===== config.mk =====
export PLATFORM = sky130hd
export DESIGN_NAME = accumulator_flat
export DESIGN_NICKNAME = d
export VERILOG_FILES = /design/src/rtl/accumulator_pkg.sv /design/src/rtl/accumulator_if.sv /design/src/rtl/acc_updown_counter.sv /design/src/rtl/accumulator.sv /design/src/flat_wrapper.sv
export SDC_FILE = /design/constraint.sdc
export NUM_CORES = 1
export LEC_CHECK = 0
export BUFFER_PORTS_ARGS = -buffer_cell sky130_fd_sc_hd__buf_2
export CAP_MARGIN = 5
export CORE_AREA = 2 2 39 41
export CTS_CLUSTER_DIAMETER = 60
export DETAILED_ROUTE_END_ITERATION = 10
export DIE_AREA = 0 0 41 43
export PLACE_DENSITY = 0.66
export REMOVE_ABC_BUFFERS = 1
export SETUP_SLACK_MARGIN = 0.02
export SLEW_MARGIN = 5
export SYNTH_ARGS = -nofsm -noshare
export SYNTH_HDL_FRONTEND = slang
export SYNTH_SLANG_ARGS = --single-unit

===== constraint.sdc =====
create_clock -name clk -period 1.31 [get_ports clk]
set_input_delay 0.262 -clock clk [delete_from_list [all_inputs] [get_ports clk]]
set_output_delay 0.262 -clock clk [all_outputs]
set_load 0.05 [all_outputs]

===== src/rtl/accumulator_pkg.sv =====
// Shared constants for the accumulator block.
//   ACC_WIDTH : default width of the internal count and the acc snapshot
//   MODE_UP / MODE_DOWN : encodings of the mode input
//   step_count() : one modulo-2**W step in the selected direction
package accumulator_pkg;

  localparam int   ACC_WIDTH = 6;
  localparam logic MODE_UP   = 1'b0;
  localparam logic MODE_DOWN = 1'b1;

  // Overflow and underflow wrap silently; that is the intended behaviour.
  function automatic logic [ACC_WIDTH-1:0] step_count(
    input logic [ACC_WIDTH-1:0] cur,
    input logic                 mode
  );
    return (mode == MODE_DOWN) ? cur - ACC_WIDTH'(1) : cur + ACC_WIDTH'(1);
  endfunction

endpackage


===== src/rtl/accumulator_if.sv =====
// Control and snapshot bus of the accumulator.
//   show : snapshot enable (master -> slave)
//   mode : count direction, 0 = up, 1 = down (master -> slave)
//   acc  : registered snapshot of the internal count (slave -> master)
interface accumulator_if #(
  parameter int WIDTH = 6
);
  logic             show;
  logic             mode;
  logic [WIDTH-1:0] acc;

  modport master (output show, output mode, input  acc);
  modport slave  (input  show, input  mode, output acc);
endinterface


===== src/rtl/acc_updown_counter.sv =====
// Free-running modulo-2**WIDTH up/down counter.
//   clk   : clock, rising edge
//   rst   : synchronous reset, active low
//   mode  : 0 = +1 per edge, 1 = -1 per edge
//   count : current count
module acc_updown_counter
  import accumulator_pkg::*;
#(
  parameter int WIDTH = ACC_WIDTH
) (
  input  logic             clk,
  input  logic             rst,
  input  logic             mode,
  output logic [WIDTH-1:0] count
);

  always_ff @(posedge clk) begin
    if (!rst)                   count <= '0;
    else if (mode == MODE_DOWN) count <= count - WIDTH'(1);
    else                        count <= count + WIDTH'(1);
  end

endmodule


===== src/rtl/accumulator.sv =====
// Up/down counter with a show-gated snapshot register.
//   clk      : clock, rising edge
//   rst      : synchronous reset, active low; overrides show and mode
//   bus.show : when high at an edge, acc captures the pre-edge count
//   bus.mode : counting direction, takes effect at the sampling edge
//   bus.acc  : snapshot output, driven straight from flops
module accumulator
  import accumulator_pkg::*;
#(
  parameter int WIDTH = ACC_WIDTH
) (
  input  logic           clk,
  input  logic           rst,
  accumulator_if.slave   bus
);

  logic [WIDTH-1:0] count;

  acc_updown_counter #(.WIDTH(WIDTH)) u_cnt (
    .clk   (clk),
    .rst   (rst),
    .mode  (bus.mode),
    .count (count)
  );

  // count here is the value before this edge's step, so with show held
  // high acc trails the counter by exactly one cycle.
  always_ff @(posedge clk) begin
    if (!rst)          bus.acc <= '0;
    else if (bus.show) bus.acc <= count;
  end

endmodule


===== src/flat_wrapper.sv =====
// flat-port wrapper written by rule: the top's interface ports become plain ports
module accumulator_flat import accumulator_pkg::*;
#(
  parameter int WIDTH = ACC_WIDTH
)
  (clk, rst, bus_show, bus_mode, bus_acc);
  accumulator_if #(.WIDTH(WIDTH)) bus_i ();
  input  logic clk;
  input  logic rst;
  input wire logic [$bits(bus_i.show)-1:0] bus_show;
  input wire logic [$bits(bus_i.mode)-1:0] bus_mode;
  output wire logic [$bits(bus_i.acc)-1:0] bus_acc;
  assign bus_i.show = bus_show;
  assign bus_i.mode = bus_mode;
  assign bus_acc = bus_i.acc;
  accumulator #(.WIDTH(WIDTH)) u_core (.clk(clk), .rst(rst), .bus(bus_i));
endmodule

After elaboration in Yosys (flattened, before gate mapping)
Cells that the tools add are included.
Cells by class
  add/subtract/negate cells: 2
  muxes and demuxes: 1
Operators by type and width (number)
  $add A6 B1 Y6 const B: 1
  $mux W6: 1
  $sub A6 B1 Y6 const B: 1
Storage, ports and cells
  register bits after elaboration: 12
  output and inout bits: 6

Logic depth before layout (Yosys ltp)
  depth in word-level cells: 2
  depth in mapped cells: 6
  gate-level depth less buffers: 6

Modules after synthesis
A second synthesis with hierarchy kept.
Unflattened totals
  cell total of the unflattened synthesis: 53
  area total of the unflattened synthesis: 578.1 sq um
By module, submodules not included
  acc_updown_counter: instances 1, cells each 34, area an instance 349.1 sq um
  accumulator: instances 1, cells each 19, area an instance 229.0 sq um

Worst setup path after synthesis
OpenSTA, ideal clock, no wires.
  kind: flip-flop to flip-flop
  start point: reg u_core.u_cnt.count[0]
  end point: reg u_core.u_cnt.count[4]
  arrival: 1260 ps
  setup slack: -65 ps
  cell stages (with the launch flop): 7
  cells stage by stage: dfxtp_1 -> inv_1 -> fa_1 -> nor2b_1 -> o21a_1 -> o21ai_0 -> and3b_1
On the way
  longest elaborated chain between the ends: 2
RTL lines
  from (decl): line acc_updown_counter.sv:14  | output logic [WIDTH-1:0] count
  from (signal assigned): line acc_updown_counter.sv:19  | else if (mode == MODE_DOWN) count <= count - WIDTH'(1);
  from (signal assigned): line acc_updown_counter.sv:20  | else count <= count + WIDTH'(1);
  $add A6 B1 Y6 or $sub A6 B1 Y6 (tied branches): line acc_updown_counter.sv:20, acc_updown_counter.sv:19
  $mux W6 *: line acc_updown_counter.sv:19
Every way passes the cells marked *; elsewhere a longest branch is shown, timed or not.
A chain may end at the register's enable or synchronous reset.

Final worst setup path
  start point: reg u_core.u_cnt.count[1]
  end point: reg u_core.u_cnt.count[4]
The elaborated chain is that of the path after synthesis.

==> results.md <==
- Outcome: finished with violations
- Violated checks: negative setup slack
- GP Congestion: 0.766
- Critical path data arrival time: around 1.5 ns
- Num CTS Buffers: 3
- IO Pins: 10
- Detailed Place HPWL: 743 µm
- Type of the most critical hold path: in2reg
- WP data required: between 1 and 1.5 ns
- Largest net degree at the start of global routing: 13
- Crit Path Class: reg2reg
- Post-Synthesis Cell Area: 573 µm²
- Min Clock Period, post-route: approximately 1.3 ns
- First-pass GRT wire length: between 1 and 1.5 mm
- WL final: slightly below 1 mm
- Multi-input logic area: around 350 µm²
- Commonest non-fill, non-tap cell in the layout: buf_2
- Peak supply drop: between 0.5 and 0.6 mV
- Post-Syn Instances: 54
- CTS tree: yes
- Max-cap violations: 0
- Least-Margin Pin Slew: 0.248 ns
- Final period util: 1.01
- Chip height: 43 µm
- Cell Area, Placed: between 600 and 700 µm²
- Setup TNS: -0.0138 ns
- Antenna violations before repair: 0
- Die area: roughly 1800 µm²
- Hold Buf Count CTS: 0
- ANT cells: 0
- GRT Overall Usage: 0.134
- Longest Clk Path Bufs: 2
- Pleak: 0.335 nW
- Area Overhead vs Synth: 27.5%
- Final setup vio count: 1
- DRC: 0
- EDFF count, synth: 0
- FFs w/ async S/R, synth: 0
- Post-synth top area share: 0.419
- Pwr Density: about 1600 nW/µm²
- Initial DRC Count: 2
- Initial Utilization: 0.414
- Clock sinks: 12
- Clk_lat worst skew: roughly 0.26 ns
- Number of nets in the layout: 80
- Synth top area cells: dfxtp_1 (42%), mux2i_1 (10%), ha_1 (8.7%), nor2b_1 (8.7%), xnor2_1 (4.6%)
- Vias in the first global route: between 300 and 400
- Post-synth top area cell: dfxtp_1
- CP Max Fanout: 3
- Synth Flop Type: dfxtp_1
- Via count: approximately 420
- Die width: 41 µm
- Register area share after synthesis: 0.419
- Grt ovf: 0
- Most frequent cells in the layout: buf_2 (9), nor2b_1 (8), dfxtp_1 (8)
- RSZ-0062 raised after global routing: yes
- Site Rows: 14
- Worst-path clk slew: ~0.070 ns
- Distinct cells, synth: 21
- Final Cell Area: roughly 730 µm²
- Worst Skew: 0.000582 ns
- DR pass1 iterations: 2
- Post-layout util: 0.528
- Via/cell ratio: 4.95
- Yosys warnings: 0
- Setup WS pre-CTS: -0.227 ns
- Fin. max-slew vios: 0
- H-tree Lvls: 1
- CP Capture Type: flop
- Setup WS post-layout: -0.0138 ns
- Input/output buffers: 9
- Final Hold Fails: 0
- Mean Syn Cell Area: around 11 µm²
- DR WL/cell: about 11 µm
- Slew headroom: 0.836
- Routed Antenna Nets: 0
- CP Launch Type: flop
- Root buf cell: clkbuf_4
- Setup Buffers After CTS: 0
- Share of layout cells above drive strength 1: 0.435
- Layout fillers: between 100 and 150
- Core box area: 1380 µm²
- Seq cells post-synth: 12
- Reg area: about 250 µm²
- Fmax: between 700 and 800 MHz
stage by stage:
stage               power [mW]  std cells  hold slack [ns]
floorplan                0.790         52            0.384
global placement         0.897         82            0.490
detailed placement       0.911         82            0.501
CTS                       1.13         85            0.329
global route              1.25         85            0.332
finish                    1.16         85            0.328
path summary, 6_finish.rpt:
check / slack [ns] / to / cells past startpoint / startpoint
worst max-delay path: -0.01 / u_core.u_cnt.count[4] / 6 / u_core.u_cnt.count[1]
worst min-delay path: 0.33 / u_core.u_cnt.count[1] / 2 / rst
worst max register to register: -0.01 / u_core.u_cnt.count[4] / 6 / u_core.u_cnt.count[1]
worst min register to register: 0.51 / u_core.bus.acc[0] / 2 / u_core.bus.acc[0]
logic make-up (layout without fill, tap and decap cells):
group | Yosys count | in the layout | share of synthesized area
compound gates | 7 | 7 | 0.0895
xor+xnor | 3 | 3 | 0.0459
fa+ha+maj | 5 | 5 | 0.122
buf+inv | 5 | 20 | 0.0349
flops | 12 | 12 | 0.419
mux | 6 | 6 | 0.105
simple gates | 16 | 16 | 0.183
Yosys cell counts, types with 2 or more instances:
master,number
mux2i_1,6
nor2b_1,8
and2_1,2
dfxtp_1,12
a21oi_2,2
inv_1,3
and3b_1,2
ha_1,4
xnor2_1,3
critical path, cell delays in order, from the launching register on:
cell and delay (ns):
dfxtp_4 0.37, inv_2 0.04, fa_2 0.34, nor2b_1 0.11, o21a_1 0.13, o21ai_1 0.06
and3b_1 0.17
final cells by class:
type,instances,area share
repair buffers,14,0.113
multi-input cells,37,0.474
well taps,16,0.0274
clock buffers,3,0.0308
flip-flops and latches,12,0.339
inverters,3,0.0154
routing by layer:
metal	GRT usage	vias to the layer above	share of wire
met1	0.146	197	0.44
met4	0.153	0	0.025
met5	0	-	0
met3	0.0209	2	0.028
li1	-	215	-
met2	0.191	7	0.51
state kept, by name, indices dropped and copies added (netlist names):
signal              count
u_core.u_cnt.count      6
u_core.bus.acc          6
power by group:
part / total [mW] / internal [mW] / switching [mW]
sequential: 0.489 / 0.440 / 0.0487
clock: 0.212 / 0.106 / 0.106
combinational: 0.459 / 0.227 / 0.232
repair_timing:
| item | in CTS | in global routing |
|---|---|---|
| pin swaps | 2 | 7 |
| gates resized for setup | 7 | 5 |
| gates cloned | 0 | 0 |
| setup endpoints to repair | 4 | 3 |
| hold endpoints to repair | 0 | 0 |
(Power assumes the default switching activity.)
